==> src/rtl/sink_pop_scheduler_pkg.sv <==
// Shared width helper for the sink pop scheduler and its round-robin picker.
package sink_pop_scheduler_pkg;

   // Ceiling log2, clamped to 1 so it can size a vector even for a value of 1.
   function automatic int clogb(input int value);
      int result;
      int v;
      result = 0;
      v      = value - 1;
      while (v > 0) begin
         result++;
         v = v >> 1;
      end
      return (result < 1) ? 1 : result;
   endfunction

endpackage

==> src/rtl/sink_rr_pick.sv <==
// Rotating-priority one-hot selector: grants the first set request at or above ptr, wrapping.
module sink_rr_pick
   import sink_pop_scheduler_pkg::*;
#(
   parameter int num_vcs = 8,
   parameter int ptr_w   = clogb(num_vcs)
) (
   input  logic [num_vcs-1:0] req,
   input  logic [ptr_w-1:0]   ptr,
   output logic [num_vcs-1:0] gnt
);

   logic             found;
   logic [ptr_w-1:0] idx;

   always_comb begin
      gnt   = '0;
      found = 1'b0;
      idx   = '0;
      for (int i = 0; i < num_vcs; i++) begin
         idx = ptr_w'((int'(ptr) + i) % num_vcs);
         if (!found && req[idx]) begin
            gnt[idx] = 1'b1;
            found    = 1'b1;
         end
      end
   end

endmodule

==> src/rtl/sink_pop_scheduler.sv <==
// Ejection-port pop scheduler: round-robin VC pick, optional head-to-tail lock,
// token-bucket throttle and a sticky watchdog on stalled locks.
module sink_pop_scheduler
   import sink_pop_scheduler_pkg::*;
#(
   parameter int num_vcs       = 8,
   parameter int refill_period = 1,
   parameter int burst_max     = 4,
   parameter int atomic_drain  = 1,
   parameter int stall_limit   = 64,
   localparam int tok_w        = clogb(burst_max + 1)
) (
   input  logic               clk,
   input  logic               reset,
   input  logic               enable,
   input  logic [num_vcs-1:0] req_ivc,
   input  logic [num_vcs-1:0] tail_ivc,
   output logic               pop_valid,
   output logic [num_vcs-1:0] pop_sel_ivc,
   output logic               fc_event_valid,
   output logic [num_vcs-1:0] fc_event_sel_ivc,
   output logic [tok_w-1:0]   tokens,
   output logic               error
);

   localparam int vc_w    = clogb(num_vcs);
   localparam int ref_w   = clogb(refill_period);
   localparam int stall_w = clogb(stall_limit + 1);

   localparam logic [tok_w-1:0]   tok_max    = tok_w'(burst_max);
   localparam logic [ref_w-1:0]   ref_last   = ref_w'(refill_period - 1);
   localparam logic [stall_w-1:0] stall_max  = stall_w'(stall_limit);
   localparam logic [stall_w-1:0] stall_last = stall_w'(stall_limit - 1);
   localparam logic [vc_w-1:0]    last_vc    = vc_w'(num_vcs - 1);

   logic [vc_w-1:0]    rr_ptr;
   logic [vc_w-1:0]    lock_vc;
   logic               locked;
   logic [ref_w-1:0]   refill_cnt;
   logic [stall_w-1:0] stall_cnt;

   logic [num_vcs-1:0] rr_gnt;
   logic [num_vcs-1:0] cand;
   logic [vc_w-1:0]    gnt_idx;
   logic [vc_w-1:0]    nxt_ptr;
   logic               pop_tail;
   logic               refill;
   logic               stalling;
   logic [tok_w-1:0]   tokens_next;

   // Bucket level after one cycle; a refill into a full bucket is lost.
   function automatic logic [tok_w-1:0] sat_tokens(input logic [tok_w-1:0] lvl,
                                                   input logic add,
                                                   input logic sub);
      int sum;
      sum = int'(lvl) + int'(add) - int'(sub);
      if (sum > burst_max) sum = burst_max;
      if (sum < 0) sum = 0;
      return tok_w'(sum);
   endfunction

   sink_rr_pick #(
      .num_vcs (num_vcs),
      .ptr_w   (vc_w)
   ) u_rr_pick (
      .req (req_ivc),
      .ptr (rr_ptr),
      .gnt (rr_gnt)
   );

   // While locked only the locked VC may win, even if others are requesting.
   always_comb begin
      cand = rr_gnt;
      if (locked) begin
         cand          = '0;
         cand[lock_vc] = req_ivc[lock_vc];
      end
   end

   always_comb begin
      gnt_idx = '0;
      for (int i = 0; i < num_vcs; i++) begin
         if (cand[i]) gnt_idx = vc_w'(i);
      end
   end

   assign nxt_ptr          = (gnt_idx == last_vc) ? '0 : gnt_idx + vc_w'(1);
   assign pop_valid        = ~reset & enable & (tokens != '0) & (|cand);
   assign pop_sel_ivc      = pop_valid ? cand : '0;
   assign fc_event_valid   = pop_valid;
   assign fc_event_sel_ivc = pop_sel_ivc;
   assign pop_tail         = |(cand & tail_ivc);
   assign refill           = (refill_cnt == ref_last);
   assign stalling         = locked & ~req_ivc[lock_vc] & enable;
   assign tokens_next      = sat_tokens(tokens, refill, pop_valid);

   always_ff @(posedge clk) begin
      if (reset) begin
         tokens     <= tok_max;
         refill_cnt <= '0;
         rr_ptr     <= '0;
         locked     <= 1'b0;
         stall_cnt  <= '0;
         error      <= 1'b0;
      end else begin
         tokens     <= tokens_next;
         refill_cnt <= refill ? '0 : refill_cnt + ref_w'(1);

         if (pop_valid) begin
            if (pop_tail || atomic_drain == 0) begin
               locked <= 1'b0;
               rr_ptr <= nxt_ptr;
            end else begin
               locked <= 1'b1;
            end
         end

         if (pop_valid || !locked) begin
            stall_cnt <= '0;
         end else if (stalling && stall_cnt != stall_max) begin
            stall_cnt <= stall_cnt + stall_w'(1);
         end

         // Raised on the edge where the count reaches the limit; lock is kept.
         if (stalling && stall_cnt >= stall_last) error <= 1'b1;
      end
   end

   // lock_vc is only meaningful while locked, so it carries no reset.
   always_ff @(posedge clk) begin
      if (pop_valid && !pop_tail && atomic_drain != 0) lock_vc <= gnt_idx;
   end

endmodule

==> config.mk <==
export PLATFORM = sky130hd
export DESIGN_NAME = sink_pop_scheduler
export DESIGN_NICKNAME = d
export VERILOG_FILES = /design/src/rtl/sink_pop_scheduler_pkg.sv /design/src/rtl/sink_rr_pick.sv /design/src/rtl/sink_pop_scheduler.sv
export SDC_FILE = /design/constraint.sdc
export NUM_CORES = 1
export LEC_CHECK = 0
export ABC_AREA = 1
export CORE_ASPECT_RATIO = 0.7
export CORE_MARGIN = 2
export CORE_UTILIZATION = 46
export CTS_CLUSTER_SIZE = 12
export DETAILED_ROUTE_END_ITERATION = 16
export PLACE_DENSITY = 0.8
export SETUP_SLACK_MARGIN = 0.02
export SYNTH_ARGS = -nofsm -noshare
export SYNTH_HDL_FRONTEND = slang
export SYNTH_SLANG_ARGS = --single-unit
==> constraint.sdc <==
create_clock -name clk -period 8.25 [get_ports clk]
set_clock_uncertainty 0.2 [all_clocks]
set_input_delay 1.65 -clock clk [delete_from_list [all_inputs] [get_ports clk]]
set_output_delay 1.65 -clock clk [all_outputs]
set_load 0.02 [all_outputs]
==> impl_summary.md, run 1 <==
Drt
After the first detailed-routing iteration, the DRC count stood at roughly 400. The average wire per cell in the routed design is 14.6 µm. Dividing the detail-routed via count by the number of cells gives around 5.5. The detailed router placed between 3000 and 4000 vias in this run. Summed over all layers, the routed wires come to around 8100 µm. The number of detailed-route iterations in the first pass is 6.

The detail route stage leaves a number of antenna-violating nets equal to 0. The number of remaining DRC errors is 0.

Place
The number of buffer cells added on primary ports is 40. The wire-length estimate of the detail-placed layout is ~6500 µm. After detailed placement, the design holds a cell count of roughly 550. At the end of routability-driven placement, the weighted congestion stood at 0.925.

Die
The die covers about 6600 µm². The core footprint is 5730 µm². The I/O pin count is between 40 and 50.

Row generation in the floorplan step produced 23 rows. The die is ~96 µm wide. In this run the vertical extent of the chip is between 60 and 70 µm. The effective utilization at floorplan is 0.477.

Layout
In the final layout, the share of cells above drive strength 1 is 0.0998. Compared with the post-synthesis result, the final layout area differs by 14.3%. The number of diodes added for antenna fixing is 0. The top cell types in the final layout, fill and taps aside, are nand2_1 (119), nand3_1 (65), nor2_1 (52). The net count of the finished layout is 517.

The library cell used most frequently in the layout, excluding fill and tap cells, is nand2_1. Leaving out filler cells and counting taps, the final layout contains around 560.

Timing
In the final timing run, aggregate negative setup slack is 0 ns. The top achievable clock speed is roughly 140 MHz. Setup repair after global routing left no endpoint under its margin. The max-slew violation total from the final report is 0. The total count of hold-check failures in the final report came to 0. The setup violation total in the final timing report is 0. For the pin with the worst max-slew slack, the measured transition is around 0.80 ns. The portion of the clock cycle consumed by the worst path in the final layout is 0.886. Headroom to the max-slew limit came out at 0.465.

The minimum period implied by the final worst setup slack is around 7.3 ns.

Worst hold path
The type of the worst min-delay path is flip-flop to flip-flop.

Global route
The initial antenna violation count is 0. The met2 layer usage reported by global route is 0.418. The number of global-route vias before repair is about 2800. The final global-route overflow total is 0. The most heavily used metal layer in global routing is met2.

In the global route stage, met3 resource usage came out at 0.0359. The met1 routing resource usage after global routing is 0.368. The first global-routing pass estimated ~13000 µm of wire.

The combined global-route utilization of all metal layers is 0.254. The pin count of the biggest net entering global routing is 23.

Pwr
The maximum vdd ir drop is 0.000150 V. In this run the power density over the cells is 405 nW/µm². The design draws approximately 1.3 mW. The static leakage is approximately 1.4 nW.

Clocking
The buffer cell driving the clock tree root is clkbuf_8. Clock latency on the worst-skew pair, taken at its later pin, is 0.26 ns. The TritonCTS clock tree is yes. Counting along the longest clock path gives a buffer depth of 2. After clock tree synthesis, the setup repair step added 0 buffers.

Hold repair after CTS inserted 0 buffers. The depth of the CTS H-tree is 1. The CTS buffer count is 3. The number of sinks driven by the clock tree is 19. After clock tree synthesis, the clock-pin slew on the worst setup and hold paths is ~0.07 ns.

Once the clock tree was built, the resizer swapped 0 gates to a different size.

Setup path
The start-to-end type of the worst setup path is flip-flop to output pin. STA classifies the critical path startpoint as a flip-flop. In this run the worst path has a maximum fanout of 22.

STA classifies the critical path endpoint as an output pin. For the worst setup path, the data arrival time is around 5.5 ns. The required arrival time at the worst endpoint is 6.40 ns.

Run status
The run finished with clean final reports.

Synth
In this run, synthesis produced a sequential element count of 19. The synthesis warning total is 0. The number of cells produced by synthesis is 457.

The per-instance average area after synthesis is 5.98 µm². Summing every instance area after synthesis gives 2730 µm². Counting every net in the synthesized netlist gives slightly below 500.

The sequential share of the synthesized area is 0.150. The number of library cell types mapped by synthesis is 44.

Job
The count of maximum capacitance violations is 0.
-- Yosys cell counts --
master    instances  area [µm²]
buf_4            11        82.6
or2_2             2        12.5
inv_2             3        11.3
nand2_1         119         447
xor2_2            1        16.3
edfxtp_1          3        90.1
nand4_1          10        62.6
o21ai_0          10        50.1
nor3_2            4        40.0
xor2_1            2        17.5
nand2_4           4        45.0
o31ai_1           1        7.51
ha_1             15         188
nand3_2           3        30.0
nand2_2          11        68.8
o22ai_1           1        6.26
nand3_4           1        17.5
nand3_1          65         325
conb_1            1        3.75
buf_6             4        45.0
o21ai_1           2        10.0
or2_1             1        6.26
inv_1            50         188
nor3b_1           1        7.51
nand4_4           1        21.3
clkbuf_1          2        7.51
o21ai_4           1        16.3
o211ai_1          1        7.51
a211oi_2          1        12.5
xnor2_1           1        8.76
nand3b_1          1        7.51
a21oi_2           2        17.5
clkinv_1          1        3.75
nor2_2            2        12.5
nor3_1           27         135
nor2_4            6        67.6
o21ba_2           1        10.0
xnor2_2           1        16.3
nor4_1            1        6.26
dfxtp_1          16         320
buf_2             3        15.0
a21oi_1          11        55.1
fa_1              1        20.0
nor2_1           52         195
-- layout make-up --
class | count | area (µm²)
Fill cell | 613 | 2600
Multi-Input combinational cell | 364 | 1970
Sequential cell | 19 | 410
Timing Repair Buffer | 40 | 400
Inverter | 54 | 203
Tap cell | 75 | 93.8
Clock buffer | 3 | 41.3
Clock inverter | 1 | 5.00
-- per-layer routing --
metal / routed length (µm) / vias up
li1: - / 1524
met2: 3510 / 167
met3: 777 / 8
met1: 3800 / 1383
met5: 0 / -
met4: 37 / 0
-- critical path: stages (launching register included) --
cell and delay, ns:
dfxtp_1 0.85, inv_2 0.37, ha_1 0.62, inv_1 0.46, nand3_1 0.23, nand2_1 0.10
nand2_1 0.06, nand2_2 0.13, nand2_4 0.07, nor2_4 0.25, nand3_2 0.13, nor2_4 0.30
nand3_1 0.15, nand3_1 0.13, nand2_1 0.08, nand2_2 0.12, nor2_4 0.06, nand2_4 0.09
o21ai_4 0.11, a21oi_1 0.26, clkdlybuf4s50_1 0.65
-- through the flow --
stage | instance area (µm²) | worst slack, ns | hold slack, ns | utilization
after floorplan | 2730 | 2.63 | 0.282 | -
after global placement | 3080 | 1.48 | 0.241 | 0.537
after detailed placement | 3080 | 1.36 | 0.246 | 0.537
after CTS | 3120 | 1.08 | 0.258 | 0.546
after global routing | 3120 | 0.652 | 0.276 | 0.546
final | 3120 | 0.937 | 0.261 | 0.546
-- sequential cells by signal (all words and copies together), names as in the netlist --
signal	flops
rr_ptr	3
tokens	3
refill_cnt	1
locked	1
error	1
lock_vc	3
stall_cnt	7
-- final timing paths --
check	from	endpoint	slack, ns	cells after the start
max	rr_ptr[0]	fc_event_sel_ivc[1]	0.94	20
min	error	error	0.26	2
max reg2reg	rr_ptr[0]	tokens[0]	2.12	27
min reg2reg	error	error	0.26	2
-- report_power, final --
| group | internal, mW | switching [mW] |
|---|---|---|
| Combinational | 0.311 | 0.725 |
| Clock | 0.0336 | 0.0330 |
| Sequential | 0.123 | 0.0394 |
-- cell families after synthesis --
kind of cell / share of synthesized area
AND/OR/NAND/NOR: 0.551
flip-flops: 0.150
buffers and inverters: 0.129
adder cells (fa/ha/maj): 0.0760
XOR/XNOR: 0.0215
other: 0.00137
AO/OA/AOI/OAI: 0.0705
No activity file was read; power rests on OpenSTA's default activity.
==> run 2, diff against run 1 <==
SLEW_MARGIN = 15   (was unset)
==> results of run 2 <==
No change in the layout: final DEF, timing and power equal those of run 1.
